`config.mk`:
```
export PLATFORM = sky130hd
export DESIGN_NAME = interrupt_controller
export DESIGN_NICKNAME = d
export VERILOG_FILES = /design/src/rtl/interrupt_controller.sv
export SDC_FILE = /design/constraint.sdc
export NUM_CORES = 1
export LEC_CHECK = 0
export ABC_AREA = 0
export CORE_MARGIN = 2
export CORE_UTILIZATION = 49
export DETAILED_ROUTE_END_ITERATION = 12
export PLACE_DENSITY = 0.91
export SLEW_MARGIN = 20
export SYNTH_ARGS = -nofsm -noshare
export SYNTH_HDL_FRONTEND = slang
export SYNTH_SLANG_ARGS = --single-unit
```
`constraint.sdc`:
```
create_clock -name clk -period 1.8 [get_ports clk]
set_input_delay 0.18 -clock clk [delete_from_list [all_inputs] [get_ports clk]]
set_output_delay 0.18 -clock clk [all_outputs]
set_load 0.05 [all_outputs]
```
`src/rtl/interrupt_controller.sv`:
```
// interrupt_controller: synchronized edge/level interrupt capture with fixed-priority presentation to a CPU
module interrupt_controller #(
  parameter int NUM_CH = 24,
  parameter int SYNC_STAGES = 2,
  localparam int ID_W = (NUM_CH > 1) ? $clog2(NUM_CH) : 1
) (
  input  logic                clk,
  input  logic                rst,
  input  logic [NUM_CH-1:0]   irq_in,
  input  logic [NUM_CH-1:0]   irq_en,
  input  logic [2*NUM_CH-1:0] irq_mode,
  input  logic                irq_ack,
  input  logic                irq_done,
  output logic                irq_req,
  output logic [ID_W-1:0]     irq_id,
  output logic [NUM_CH-1:0]   pending,
  output logic                busy
);
  localparam int WARM = SYNC_STAGES + 1;
  localparam int CW = $clog2(WARM + 1);
  typedef enum logic [1:0] {IDLE, REQ, SERVICE} state_t;
  state_t stateReg, stateNext;
  logic [SYNC_STAGES-1:0][NUM_CH-1:0] syncReg;
  logic [NUM_CH-1:0] histReg, syncLast, evt, elig, ackClr;
  logic [CW-1:0] warmCnt;
  logic warmDone, anyElig;
  logic [ID_W-1:0] idReg, winner;
  assign syncLast = syncReg[SYNC_STAGES-1];
  assign warmDone = warmCnt == CW'(WARM);
  assign elig = pending & irq_en;
  assign anyElig = |elig;
  assign irq_req = stateReg == REQ;
  assign busy = stateReg == SERVICE;
  assign irq_id = idReg;
  // synchronizer chain, history flop and post-reset warm-up counter
  always_ff @(posedge clk or negedge rst) begin
    if (!rst) begin
      syncReg <= '0;
      histReg <= '0;
      warmCnt <= '0;
    end else begin
      syncReg <= {syncReg[SYNC_STAGES-2:0], irq_in};
      histReg <= syncLast;
      warmCnt <= warmDone ? warmCnt : warmCnt + 1'b1;
    end
  end
  // per-channel event decode from synchronized value versus history
  always_comb begin
    evt = '0;
    for (int i = 0; i < NUM_CH; i++) begin
      evt[i] = irq_mode[2*i+:2] == 2'b00 ? (syncLast[i] & ~histReg[i]) :
               irq_mode[2*i+:2] == 2'b01 ? (~syncLast[i] & histReg[i]) :
               irq_mode[2*i+:2] == 2'b10 ? (syncLast[i] ^ histReg[i]) : syncLast[i];
    end
  end
  // lowest eligible index wins
  always_comb begin
    winner = '0;
    for (int i = NUM_CH - 1; i >= 0; i--) begin
      if (elig[i]) winner = ID_W'(i);
    end
  end
  // next state and the acknowledge clear of the presented channel
  always_comb begin
    stateNext = (stateReg == IDLE && anyElig) ? REQ :
                (stateReg == REQ && irq_ack) ? SERVICE :
                (stateReg == SERVICE && irq_done) ? IDLE : stateReg;
    ackClr = (stateReg == REQ && irq_ack) ? (NUM_CH'(1) << idReg) : '0;
  end
  // state, latched id and pending register; a new event overrides the ack clear
  always_ff @(posedge clk or negedge rst) begin
    if (!rst) begin
      stateReg <= IDLE;
      idReg <= '0;
      pending <= '0;
    end else begin
      stateReg <= stateNext;
      idReg <= (stateReg == IDLE && anyElig) ? winner : idReg;
      pending <= (pending & ~ackClr) | (evt & irq_en & {NUM_CH{warmDone}});
    end
  end
endmodule
```
After elaboration in Yosys (flattened, before gate mapping)
Index checks and enable logic that the tools add are counted.
{ "totals": {"input_bits": 100, "reg_bits": 105, "ram_bits": 0, "latch_bits": 0, "romBits": 0, "out_inout_bits": 31, "memories": 0, "wordCells": 316} }
{ "op_classes": {"n_mux": 100, "n_eq_ne": 51, "n_shift": 1, "n_addsub": 1, "n_div": 0, "magnitude_cmp": 0, "multipliers": 0, "bitwise_logic": 126, "reduce_logical": 30} }
{ "ops": {"columns": ["op", "count"], "rows": [
  ["5-bit 2-to-1 mux", 24],
  ["24-bit bitwise AND", 4],
  ["1-bit 2-to-1 mux", 72],
  ["2-bit == test (second input constant)", 26],
  ["2-bit by 1-bit == test with 1-bit output (second input constant)", 25],
  ["2-bit logical NOT", 25],
  ["1-bit bitwise AND", 48],
  ["1-bit inverter", 48],
  ["24-bit 2-to-1 mux", 1],
  ["24-bit inverter", 1],
  ["24-bit OR", 1],
  ["24-bit OR reduction", 1],
  ["1-bit by 5-bit << shifter with 24-bit output (first input constant)", 1],
  ["1-bit bitwise XOR", 24],
  ["2-bit 2-to-1 mux", 3],
  ["1-bit logical AND", 3],
  ["3-bit nonzero test", 1],
  ["2-bit by 1-bit adder with 2-bit output (second input constant)", 1]
]} }

Longest topological paths before layout
{ "depth": {"depth_word": 25, "depth_mapped": 6, "depth_no_buf": 6} }

Worst setup path after synthesis
OpenSTA, ideal clock, no wires.
{ "synth_timing": {"path_kind": "register -> register", "start": "register pending[22]", "end": "register idReg[0] (netlist: irq_id[0])", "period_less_slack_ns": 1.846, "required_ns": 1.727, "path_stages_with_launch": 7, "arrival_time_ns": 1.773, "path_slack_ns": -0.046, "setup_time_ns": 0.073, "path_buffers": 0, "path_cell_list": "dfrtp_1 a22o_1 a221oi_1 and2b_1 a211o_4 and2b_2 a21oi_2"} }
{ "synth_via": {"elab_chain_len": 24, "word_cells_on_any_way": 26, "cone_classes": "mux (23); bitwise (1); reduce/logical (2)"} }
{ "synth_lines": {"columns": ["element", "line", "rtl"], "rows": [
  ["start, declared", "16", "output logic [NUM_CH-1:0] pending,"],
  ["start signal, assigned", "79", "pending <= (pending & ~ackClr) | (evt & irq_en & {NUM_CH{warmDone}});"],
  ["24-bit bitwise AND (*)", "30", "assign elig = pending & irq_en;"],
  ["5-bit 2-to-1 mux (23 in a row)", "60", "if (elig[i]) winner = ID_W'(i);"],
  ["end signal, assigned", "78", "idReg <= (stateReg == IDLE && anyElig) ? winner : idReg;"],
  ["end, declared", "27", "logic [ID_W-1:0] idReg, winner;"]
]} }
Mark *: on every way between the ends. The rest lies on a longest branch, timed or not.
A chain may end at the register's enable or synchronous reset.

Worst setup path in the final report
Same ends and word-level chain as after synthesis.

==> results.yml <==
status:
  status: "complete, no violations"
setup_path:
  critPathCaptureType: "flip-flop"
  arrival_ns: 2.02
  r2r_start: "pending[22]$_DFF_PN0_"
  start_kind: "flip-flop"
  path_max_fanout: 5
  r2r_end: "irq_id[0]$_DFFE_PN0P_"
  reg2reg_depth: 6
  path_cells: "a22o_4 > a221oi_2 > and2b_1 > a211o_4 > and2b_2 > a21oi_2"
  path_class: "flip-flop to flip-flop"
  cp_slowest_cell: "dfrtp_2"
  crit_required_ns: 2.04
  slowest_delay_ns: 0.44
  r2r_slack_ns: 0.02
synthesis:
  synth_cell_types: 41
  yosys_warnings: 0
  ys_ff_latch: 105
  avgSynthCellArea_um2: 12.5
  synth_ff_type: "dfrtp_1"
  netlist_top_cells_count: "dfrtp_1, inv_1, nand2_1, ha_1, mux4_2"
  synth_async_sr_flop_share_pct: 100
  ys_top_cells_by_area: "dfrtp_1, ha_1, mux4_2"
  synth_edf_count: 0
  synth-seq-area-share_pct: 52.1
  syn_area_mm2: 0.00504
  synth_nets: 553
  synthCells: 404
  yosysMostFrequentCell: "dfrtp_1"
  synth_top_area_cell: "dfrtp_1"
  synth.top_cell.area_share_pct: 52.1
clocking:
  worst_skew_pair.late_latency_ns: 0.36
  h-tree-depth: 3
  cts_tree: "yes"
  clock_tree.root_cell: "clkbuf_8"
  clockBufferDepth: 2
  numCtsBuffers: 9
  clk_pin_slew_ns: 0.10
  cts.sinks: 105
floorplanning:
  floorplan.initialDensity_pct: 49.8
  die-area_mm2: 0.0111
  core.rowCount: 37
  core_area_mm2: 0.0101
  dieHeight_um: 105
  ios: 131
  die_width_um: 105
route:
  vias_per_cell: 5.40
  via_count: 3901
  drt-total-wl_um: 12400
  final_antenna_net_count: 0
  drtPass1Iterations: 7
  drc: 0
  wire_per_inst_um: 17.1
  drtIter0Drc: 208
sta:
  worst_pin_slew_ns: 0.560
  setup_violations: 0
  whs_ns: 0.244
  fmax_mhz: 562
  period_share_pct: 98.9
  skew_ns: 0.00911
  hold_violations: 0
  max_slew_margin_pct: 62.7
  fin_setup_tns_ns: 0
  finalWorstPathRequiredPeriod_ns: 1.78
  slew_viol_final: 0
  rsz0062_at_grt: "true"
finish:
  fin_area_mm2: 0.00706
  n_antenna_cell: 0
  syn_to_final_growth_pct: 40.0
  instances_no_fill: 723
  multi_input_area_mm2: 0.00216
  seq_area_mm2: 0.00265
  layout-drive-gt1-share_pct: 22.7
  nFillCells: 674
  finish.net_count: 731
hold_path:
  hold_path_startpoint: "irq_in[9]"
  hold_path_depth: 1
  hold_path_end: "syncReg[9]$_DFF_PN0_"
  min_path_type: "input pin to flip-flop"
power:
  p_per_area_mw_per_mm2: 909
  power_uw: 6420
  irDropWorstVdd_v: 0.000487
  power.leakage_uw: 0.00323
grt:
  grt_pass1_wl_um: 19800
  grt.met1_usage_pct: 27.8
  grt.met2_usage_pct: 40.7
  grt_util_all_layers_pct: 23.0
  gr-usage-met3_pct: 6.31
  grt_max_degree: 42
  grt_pass1_vias: 4174
  antenna_found_initial: 0
  grt_overflow_total: 0
  grt.busiest_layer: "met2"
placement:
  dp_hpwl_um: 9650
  dpl-instance-area_mm2: 0.00679
  place_inst: 704
  finalWeightedCongestion: 0.924
  io_buffers: 130
flow_run:
  drv_cap: 0
## state kept, by name (all words and copies together) (netlist names)
name	flops
irq_id	5
stateReg	2
pending	24
warmCnt	2
syncReg	24
syncLast	24
histReg	24
## power breakdown
part / internal (µW) / switching, µW / total (µW) / leakage [µW]
sequential: 2580 / 276 / 2860 / 0.00115
combinational: 911 / 1200 / 2110 / 0.00198
clock: 631 / 824 / 1450 / 0.0000996
total: 4120 / 2300 / 6420 / 0.00323
## how the worst max path moves through the flow
stage	startpoint	to	slack, ns	depth (start not counted)
finish	pending[22]$_DFF_PN0_	irq_id[0]$_DFFE_PN0P_	0.02	6
global route	pending[22]$_DFF_PN0_	irq_id[1]$_DFFE_PN0P_	-0.05	6
CTS	pending[19]$_DFF_PN0_	pending[19]	0.008	1
detailed placement	irq_en[22]	irq_id[0]$_DFFE_PN0P_	-0.25	7
global placement	irq_en[12]	irq_id[0]$_DFFE_PN0P_	-0.11	7
floorplan	pending[15]$_DFF_PN0_	irq_id[0]$_DFFE_PN0P_	0.008	6
## routing by layer
metal / routed length [µm] / up-vias / share of wire [%]
li1: - / 1777 / -
met5: 0 / - / 0
met4: 223 / 0 / 1.8
met2: 6480 / 176 / 52
met3: 940 / 24 / 7.6
met1: 4720 / 1924 / 38
## per-stage QoR
stage / util [%] / setup WS [ns]
final: 69.7 / 0.0197
after global routing: 69.7 / -0.0484
after CTS: 69.0 / 0.00775
after detailed placement: 66.9 / -0.253
after global placement: 66.9 / -0.110
after floorplan: - / 0.00751
## cell type report
class / instances / share of cell area, %
flip-flops and latches: 105 / 37.4
multi-input cells: 221 / 30.6
repair buffers: 169 / 22.7
inverters: 76 / 4.04
well taps: 136 / 2.41
clock buffers: 12 / 2.34
clock inverters: 4 / 0.478
## critical path: cells and delay by family (launching register included)
| kind | cells | cell delay (ns) |
|---|---|---|
| AOI/OAI and AO/OA | 4 | 0.78 |
| DFF | 1 | 0.44 |
| and+or+nand+nor | 2 | 0.43 |
## cell families after synthesis
family	after synthesis	share of synthesized area (%)
xor+xnor	1	0.174
compound gates	61	10.7
buf+inv	79	5.88
fa+ha+maj	49	12.2
flops	105	52.1
simple gates	84	8.06
mux	25	10.9
## cell usage in the layout, fill, tap and decap left out, types with 3 or more instances in the layout
master,Yosys,final
dlymetal6s2s_1,0,9
a21oi_1,5,5
nand3_1,7,7
nand2_1,52,52
a22o_4,1,3
o31ai_1,4,4
nand4_1,3,3
a32o_1,22,22
clkdlybuf4s50_1,0,99
ha_1,49,49
inv_1,75,75
nor2_1,7,7
a22oi_1,5,5
nor2b_1,5,5
mux4_2,24,24
dfrtp_2,0,14
o21ai_0,6,6
buf_4,0,56
clkbuf_8,0,12
dfrtp_1,105,91
buf_12,0,3
## what timing repair did
action | CTS | global route
resized for setup | 2 | 12
buffers inserted | 0 | 1
hold endpoints to repair | 38 | 0
gates cloned | 0 | 1
pin swaps | 0 | 3
endpoints found under the setup margin | 2 | 11
hold buffers | 1 | 0
(Power assumes the default switching activity.)
